`src/rtl/host_cmd_parser_pkg.sv`:
```
// host_cmd_parser_pkg: shared types and constants for the host packet parser.
//   HostParseState   - parser FSM state encoding
//   HDR_WORDS/TRL_WORDS - header and trailer sizes in host words
//   CSUM_WIDTH       - payload checksum accumulator width
//   CMD_FIFO_WRITE / AUD_FIFO_WRITE - command codes carried in the header
//   sat_inc16        - saturating 16-bit increment
package host_cmd_parser_pkg;

  typedef enum logic [2:0] {
    S_DEST,
    S_CMD,
    S_LEN_HI,
    S_LEN_LO,
    S_DATA,
    S_CSUM_HI,
    S_CSUM_LO
  } HostParseState;

  localparam int unsigned HDR_WORDS  = 4;
  localparam int unsigned TRL_WORDS  = 2;
  localparam int unsigned CSUM_WIDTH = 32;
  localparam int unsigned LEN_WIDTH  = 24;

  localparam logic [7:0] CMD_FIFO_WRITE = 8'h01;
  localparam logic [7:0] AUD_FIFO_WRITE = 8'h02;

  function automatic logic [15:0] sat_inc16(input logic [15:0] value);
    return (value == 16'hFFFF) ? value : value + 16'd1;
  endfunction

endpackage

```
`src/rtl/host_checksum_acc.sv`:
```
// host_checksum_acc: 32-bit payload checksum accumulator.
//   clk, reset  - clock, asynchronous active-low reset
//   clear       - zero the running sum (start of a packet)
//   add, word   - add the zero-extended word to the sum, modulo 2^32
//   expected    - received checksum to compare against
//   sum         - current running sum
//   match       - sum equals expected
module host_checksum_acc
  import host_cmd_parser_pkg::*;
#(
  parameter int unsigned word_width = 16
) (
  input  logic                  clk,
  input  logic                  reset,
  input  logic                  clear,
  input  logic                  add,
  input  logic [word_width-1:0] word,
  input  logic [CSUM_WIDTH-1:0] expected,
  output logic [CSUM_WIDTH-1:0] sum,
  output logic                  match
);

  logic [CSUM_WIDTH-1:0] sum_q;

  always_ff @(posedge clk or negedge reset) begin
    if (!reset) begin
      sum_q <= '0;
    end else if (clear) begin
      sum_q <= '0;
    end else if (add) begin
      sum_q <= sum_q + CSUM_WIDTH'(word);
    end
  end

  assign sum   = sum_q;
  assign match = (sum_q == expected);

endmodule

```
`src/rtl/host_cmd_parser.sv`:
```
// host_cmd_parser: splits the host word stream into header, payload and trailer.
//   Header  : dest (word 0 [7:0]), cmd (word 1 [7:0]), 24-bit length (words 2,3)
//   Payload : length words, forwarded to the consumer with zero latency
//   Trailer : 32-bit checksum, high word first
// Ports:
//   clk, reset                  - clock, asynchronous active-low reset
//   in_data/in_valid/in_ready   - host FIFO side
//   hdr_dest/hdr_cmd/hdr_length - latched header fields, hdr_valid pulses when complete
//   out_data/out_valid/out_ready/out_last - payload stream to the consumer
//   pkt_done, pkt_csum_ok, pkt_len_err   - per-packet status pulse
//   err_count                   - saturating count of bad packets
// Build option: define HOST_CMD_TIMEOUT_EN to abort packets that stall for timeout_cycles.
module host_cmd_parser
  import host_cmd_parser_pkg::*;
#(
  parameter int unsigned host_width     = 16,
  parameter int unsigned max_length     = 1024,
  parameter int unsigned timeout_cycles = 4096
) (
  input  logic                  clk,
  input  logic                  reset,
  input  logic [host_width-1:0] in_data,
  input  logic                  in_valid,
  output logic                  in_ready,
  output logic [7:0]            hdr_dest,
  output logic [7:0]            hdr_cmd,
  output logic [LEN_WIDTH-1:0]  hdr_length,
  output logic                  hdr_valid,
  output logic [host_width-1:0] out_data,
  output logic                  out_valid,
  input  logic                  out_ready,
  output logic                  out_last,
  output logic                  pkt_done,
  output logic                  pkt_csum_ok,
  output logic                  pkt_len_err,
  output logic [15:0]           err_count
);

  localparam int unsigned TrlBits = TRL_WORDS * host_width;
  localparam logic [LEN_WIDTH-1:0] MaxLen = LEN_WIDTH'(max_length);

  HostParseState         state_q;
  logic [7:0]            hdr_dest_q;
  logic [7:0]            hdr_cmd_q;
  logic [LEN_WIDTH-1:0]  hdr_length_q;
  logic [LEN_WIDTH-1:0]  count_q;
  logic [LEN_WIDTH-1:0]  new_len;
  logic                  hdr_valid_q;
  logic                  pkt_done_q;
  logic                  pkt_csum_ok_q;
  logic                  pkt_len_err_q;
  logic                  drain_q;
  logic [15:0]           err_count_q;
  logic [host_width-1:0] csum_hi_q;
  logic [TrlBits-1:0]    rx_csum;
  logic [CSUM_WIDTH-1:0] csum_sum;
  logic                  csum_match;
  logic                  accept;
  logic                  timeout_hit;

  // Package constants that the datapath does not otherwise need.
  logic unused_pkg;
  assign unused_pkg = ^{CMD_FIFO_WRITE, AUD_FIFO_WRITE, HDR_WORDS, csum_sum};

  assign accept  = in_valid && in_ready;
  assign new_len = {hdr_length_q[LEN_WIDTH-1:16], in_data[15:0]};
  assign rx_csum = {csum_hi_q, in_data};

  host_checksum_acc #(
    .word_width(host_width)
  ) u_csum (
    .clk     (clk),
    .reset   (reset),
    .clear   (accept && (state_q == S_DEST)),
    .add     (accept && (state_q == S_DATA)),
    .word    (in_data),
    .expected(rx_csum),
    .sum     (csum_sum),
    .match   (csum_match)
  );

`ifdef HOST_CMD_TIMEOUT_EN
  localparam int unsigned TimerW = $clog2(timeout_cycles + 1);
  logic [TimerW-1:0] timer_q;

  always_ff @(posedge clk or negedge reset) begin
    if (!reset) begin
      timer_q <= '0;
    end else if ((state_q == S_DEST) || accept || timeout_hit) begin
      timer_q <= '0;
    end else begin
      timer_q <= timer_q + 1'b1;
    end
  end

  // Fires on the idle cycle that brings the count up to timeout_cycles.
  assign timeout_hit = (state_q != S_DEST) && !accept &&
                       (timer_q == TimerW'(timeout_cycles - 1));
`else
  logic unused_timeout;
  assign unused_timeout = ^timeout_cycles;
  assign timeout_hit    = 1'b0;
`endif

  // Payload passes straight through; a drained (oversized) packet is swallowed.
  always_comb begin
    in_ready  = 1'b1;
    out_valid = 1'b0;
    out_data  = '0;
    out_last  = 1'b0;
    if ((state_q == S_DATA) && !drain_q) begin
      in_ready  = out_ready;
      out_valid = in_valid;
      out_data  = in_data;
      out_last  = in_valid && (count_q == LEN_WIDTH'(1));
    end
    if (!reset) begin
      in_ready = 1'b0;
    end
  end

  always_ff @(posedge clk or negedge reset) begin
    if (!reset) begin
      state_q       <= S_DEST;
      hdr_dest_q    <= '0;
      hdr_cmd_q     <= '0;
      hdr_length_q  <= '0;
      count_q       <= '0;
      hdr_valid_q   <= 1'b0;
      pkt_done_q    <= 1'b0;
      pkt_csum_ok_q <= 1'b0;
      pkt_len_err_q <= 1'b0;
      drain_q       <= 1'b0;
      err_count_q   <= '0;
      csum_hi_q     <= '0;
    end else begin
      hdr_valid_q <= 1'b0;
      pkt_done_q  <= 1'b0;
      if (timeout_hit) begin
        state_q       <= S_DEST;
        pkt_done_q    <= 1'b1;
        pkt_csum_ok_q <= 1'b0;
        pkt_len_err_q <= 1'b0;
        drain_q       <= 1'b0;
        err_count_q   <= sat_inc16(err_count_q);
      end else if (accept) begin
        unique case (state_q)
          S_DEST: begin
            hdr_dest_q <= in_data[7:0];
            state_q    <= S_CMD;
          end
          S_CMD: begin
            hdr_cmd_q <= in_data[7:0];
            state_q   <= S_LEN_HI;
          end
          S_LEN_HI: begin
            hdr_length_q[LEN_WIDTH-1:16] <= in_data[7:0];
            state_q                      <= S_LEN_LO;
          end
          S_LEN_LO: begin
            hdr_length_q <= new_len;
            hdr_valid_q  <= 1'b1;
            count_q      <= new_len;
            drain_q      <= (new_len > MaxLen);
            state_q      <= (new_len == '0) ? S_CSUM_HI : S_DATA;
          end
          S_DATA: begin
            count_q <= count_q - LEN_WIDTH'(1);
            if (count_q == LEN_WIDTH'(1)) begin
              state_q <= S_CSUM_HI;
            end
          end
          S_CSUM_HI: begin
            csum_hi_q <= in_data;
            state_q   <= S_CSUM_LO;
          end
          S_CSUM_LO: begin
            pkt_done_q    <= 1'b1;
            pkt_csum_ok_q <= csum_match;
            pkt_len_err_q <= drain_q;
            if (!csum_match || drain_q) begin
              err_count_q <= sat_inc16(err_count_q);
            end
            drain_q <= 1'b0;
            state_q <= S_DEST;
          end
          default: state_q <= S_DEST;
        endcase
      end
    end
  end

  assign hdr_dest    = hdr_dest_q;
  assign hdr_cmd     = hdr_cmd_q;
  assign hdr_length  = hdr_length_q;
  assign hdr_valid   = hdr_valid_q;
  assign pkt_done    = pkt_done_q;
  assign pkt_csum_ok = pkt_csum_ok_q;
  assign pkt_len_err = pkt_len_err_q;
  assign err_count   = err_count_q;

endmodule
```
`config.mk`:
```
export PLATFORM = sky130hd
export DESIGN_NAME = host_cmd_parser
export DESIGN_NICKNAME = d
export VERILOG_FILES = /design/src/rtl/host_cmd_parser_pkg.sv /design/src/rtl/host_checksum_acc.sv /design/src/rtl/host_cmd_parser.sv
export SDC_FILE = /design/constraint.sdc
export NUM_CORES = 1
export LEC_CHECK = 0
export ABC_AREA = 1
export ABC_CLOCK_PERIOD_IN_PS = 1800
export CORE_MARGIN = 4
export CORE_UTILIZATION = 45
export DETAILED_ROUTE_END_ITERATION = 10
export HOLD_SLACK_MARGIN = 0.06
export PLACE_DENSITY = 0.69
export SLEW_MARGIN = 20
export SYNTH_ARGS = -nofsm -noshare
export SYNTH_HDL_FRONTEND = slang
export SYNTH_SLANG_ARGS = --single-unit
```
`constraint.sdc`:
```
create_clock -name clk -period 1.8 [get_ports clk]
set_input_delay 0.36 -clock clk [delete_from_list [all_inputs] [get_ports clk]]
set_output_delay 0.36 -clock clk [all_outputs]
set_load 0.02 [all_outputs]
```
==> metrics.txt <==
status complete, but fails checks; failing checks setup timing; DRC viols 0; Synth cell types 39; actual slew at the worst max-slew pin 0.617 ns; min Tclk post-route 2.09 ns; fin nets 1531; Leak roughly 6.5 nW; Routability Congestion slightly below 1; Hold WS 0.302 ns; hpwl dp 20.9 mm; hold crit path type primary input to async pin; Top FF cell, synth dfrtp_1; Syn. warnings 0; full die area around 21000 µm²; final hold violations 0; flops & latches, synth around 140; fin crit share 1.16; Die Wd 144 µm; critical path class register to output pin; Reg clk slew, reported paths 0.06 ns; # H-tree levels 4; commonest non-fill, non-tap cell in the layout nand2_1; number of synthesized flops with an enable pin 0; vias in the first global route 8445; cell row count around 50; fillers 1374; Layout Area Growth over Synthesis 56.0%; CTS buffer count 17; DR vias 9244; crit path capture type output pin; Synth Area in Adders 0.0308; Finish-stage setup viols 40; post-synthesis simple-gate area fraction 0.337; main combinational cell family by area after synthesis simple AND/OR/NAND/NOR gates; core area 18100 µm²; WL/cell between 15 and 20 µm; worst skew pair latency 0.43 ns; Clock Tree Root clkbuf_16; IO Pins 99; Synth Cell Area 8370 µm²; Setup TNS -4.41 ns; max-cap check violation count 0; mux contribution to synthesized area 0; crit path DAT 1.73 ns; Synth Instances 1207; register area share after synthesis 0.407; Max clock buf depth 2; most frequent cells in the layout nand2_1 (288), buf_4 (162), dfrtp_1 (133), inv_1 (127), nor2_1 (101); first-pass GRT wire length 43.6 mm; Mapped Nets 1247; Max Freq around 0.48 GHz; ys async rst share 1.00; # diodes 0; Starting Density 0.461; Final ANT Viol Nets 0; Vias/cell 5.33; DRT iter0 DRCs 703; die extent in y 144 µm; clock sink count 136; Total GRT Usage 0.268; Crit Path Max Fanout 2; Compound-Gate Fraction of Synth Area 0.105; CP startpoint kind register; Clock Skew 0.0115 ns; final WL 29.8 mm; relative slew slack 0.588; R2R setup slack -0.07 ns; layout cells sized above 1 0.334; Slew Limit Fails 0; CP required roughly 1.4 ns; grt ovf 0; maximum number of pins on one net before global-route repair 46; peak supply drop around 0.98 mV; Post-Synth XOR/XNOR Area 0.0387; reg2reg path depth 11; Port-buffer cells 98; Syn Area/Cell 6.93 µm²; antenna violations before repair 0; pwr/cell area between 1000 and 1500 nW/µm²; CTS tree built; PnR worst setup slack -0.286 ns; Pre-Repair DR Iteration Count 5; RSZ-0062 raised after global routing yes
==> logic make-up (layout without fill, tap and decap cells) <==
group           after synthesis  in the layout
simple gates                682            682
buf+inv                     177            474
compound gates              155            155
flops                       136            136
xor+xnor                     37             37
fa+ha+maj                    20             20
==> synthesized netlist by cell type (2+ instances only) <==
cell type / number / area [µm²]
a21oi_1: 28 / 140
a31oi_1: 2 / 12.5
ha_1: 19 / 238
buf_2: 12 / 60.1
xnor2_1: 13 / 114
nand3_1: 84 / 420
o21ai_0: 85 / 425
xor2_1: 24 / 210
nor2_2: 2 / 12.5
o21a_1: 25 / 188
dfrtp_1: 136 / 3400
o22ai_1: 2 / 12.5
nor2_1: 159 / 597
nor3_1: 22 / 110
nand2_1: 384 / 1440
nor4_1: 2 / 12.5
and2_1: 4 / 25.0
nor3_2: 2 / 20.0
nand4_1: 14 / 87.6
nand3b_1: 3 / 22.5
o21ai_1: 3 / 15.0
inv_1: 145 / 544
clkbuf_1: 14 / 52.6
o211ai_1: 6 / 45.0
clkinv_1: 3 / 11.3
==> through the flow <==
stage / instances / setup WS, ns / utilization / instance area, µm² / power, mW
finish: 1733 / -0.286 / 0.719 / 13100 / 19.1
global route: 1733 / -0.347 / 0.719 / 13100 / 20.2
CTS: 1711 / -0.312 / 0.656 / 11900 / 17.4
detailed placement: 1676 / -0.688 / 0.614 / 11100 / 13.4
global placement: 1676 / -0.637 / 0.614 / 11100 / 13.3
floorplan: 1207 / 0.00723 / - / 8660 / 9.46
==> flip-flops by register name (all words and copies together), names as in the netlist <==
name and flops:
u_csum.sum 32, count_q 24, hdr_length 24, csum_hi_q 16
err_count 16, hdr_cmd 8, hdr_dest 8, state_q 3
drain_q 1, hdr_valid 1, pkt_csum_ok 1, pkt_done 1
pkt_len_err 1
==> metal layers <==
metal / vias to the layer above / global-route usage / part of all wire
li1: 4417 / - / -
met1: 4394 / 0.370 / 0.42
met2: 370 / 0.436 / 0.48
met3: 63 / 0.0446 / 0.069
met4: 0 / 0.0781 / 0.024
met5: - / 0 / 0
==> cell type report <==
class | instances | area [µm²] | share of cell area
Clock buffer | 17 | 425 | 0.0326
Timing Repair Buffer | 293 | 2710 | 0.208
Tap cell | 229 | 287 | 0.0219
Multi-Input combinational cell | 894 | 5460 | 0.418
Clock inverter | 15 | 203 | 0.0155
Sequential cell | 136 | 3410 | 0.261
Inverter | 149 | 566 | 0.0433
==> timing repair <==
action,CTS,global route
hold endpoints to repair,22,0
setup buffers,2,19
endpoints found under the setup margin,87,103
gates cloned,0,4
resized for setup,190,282
pin swaps,16,88
hold buffers,1,0
==> worst paths after layout <==
kind	from	to
max	count_q[16]	out_last
min	reset	hdr_dest[0]
max reg2reg	u_csum.sum[9]	err_count[4]
min reg2reg	hdr_dest[2]	hdr_dest[2]
max in group asynchronous	reset	err_count[0]
min in group clk	in_data[5]	hdr_length[21]
==> power by group <==
| part | switching (mW) | internal (mW) |
|---|---|---|
| clock | 1.56 | 2.24 |
| sequential | 0.904 | 4.19 |
| combinational | 5.45 | 4.73 |
==> worst max-delay path, cell delays in order, from the launching register on <==
cell,delay [ns]
dfrtp_1,0.40
nor2_2,0.16
nand2_2,0.08
nor2_2,0.12
nand4_1,0.21
nor3_2,0.16
buf_4,0.16
Power figures use the tool's default switching activity.
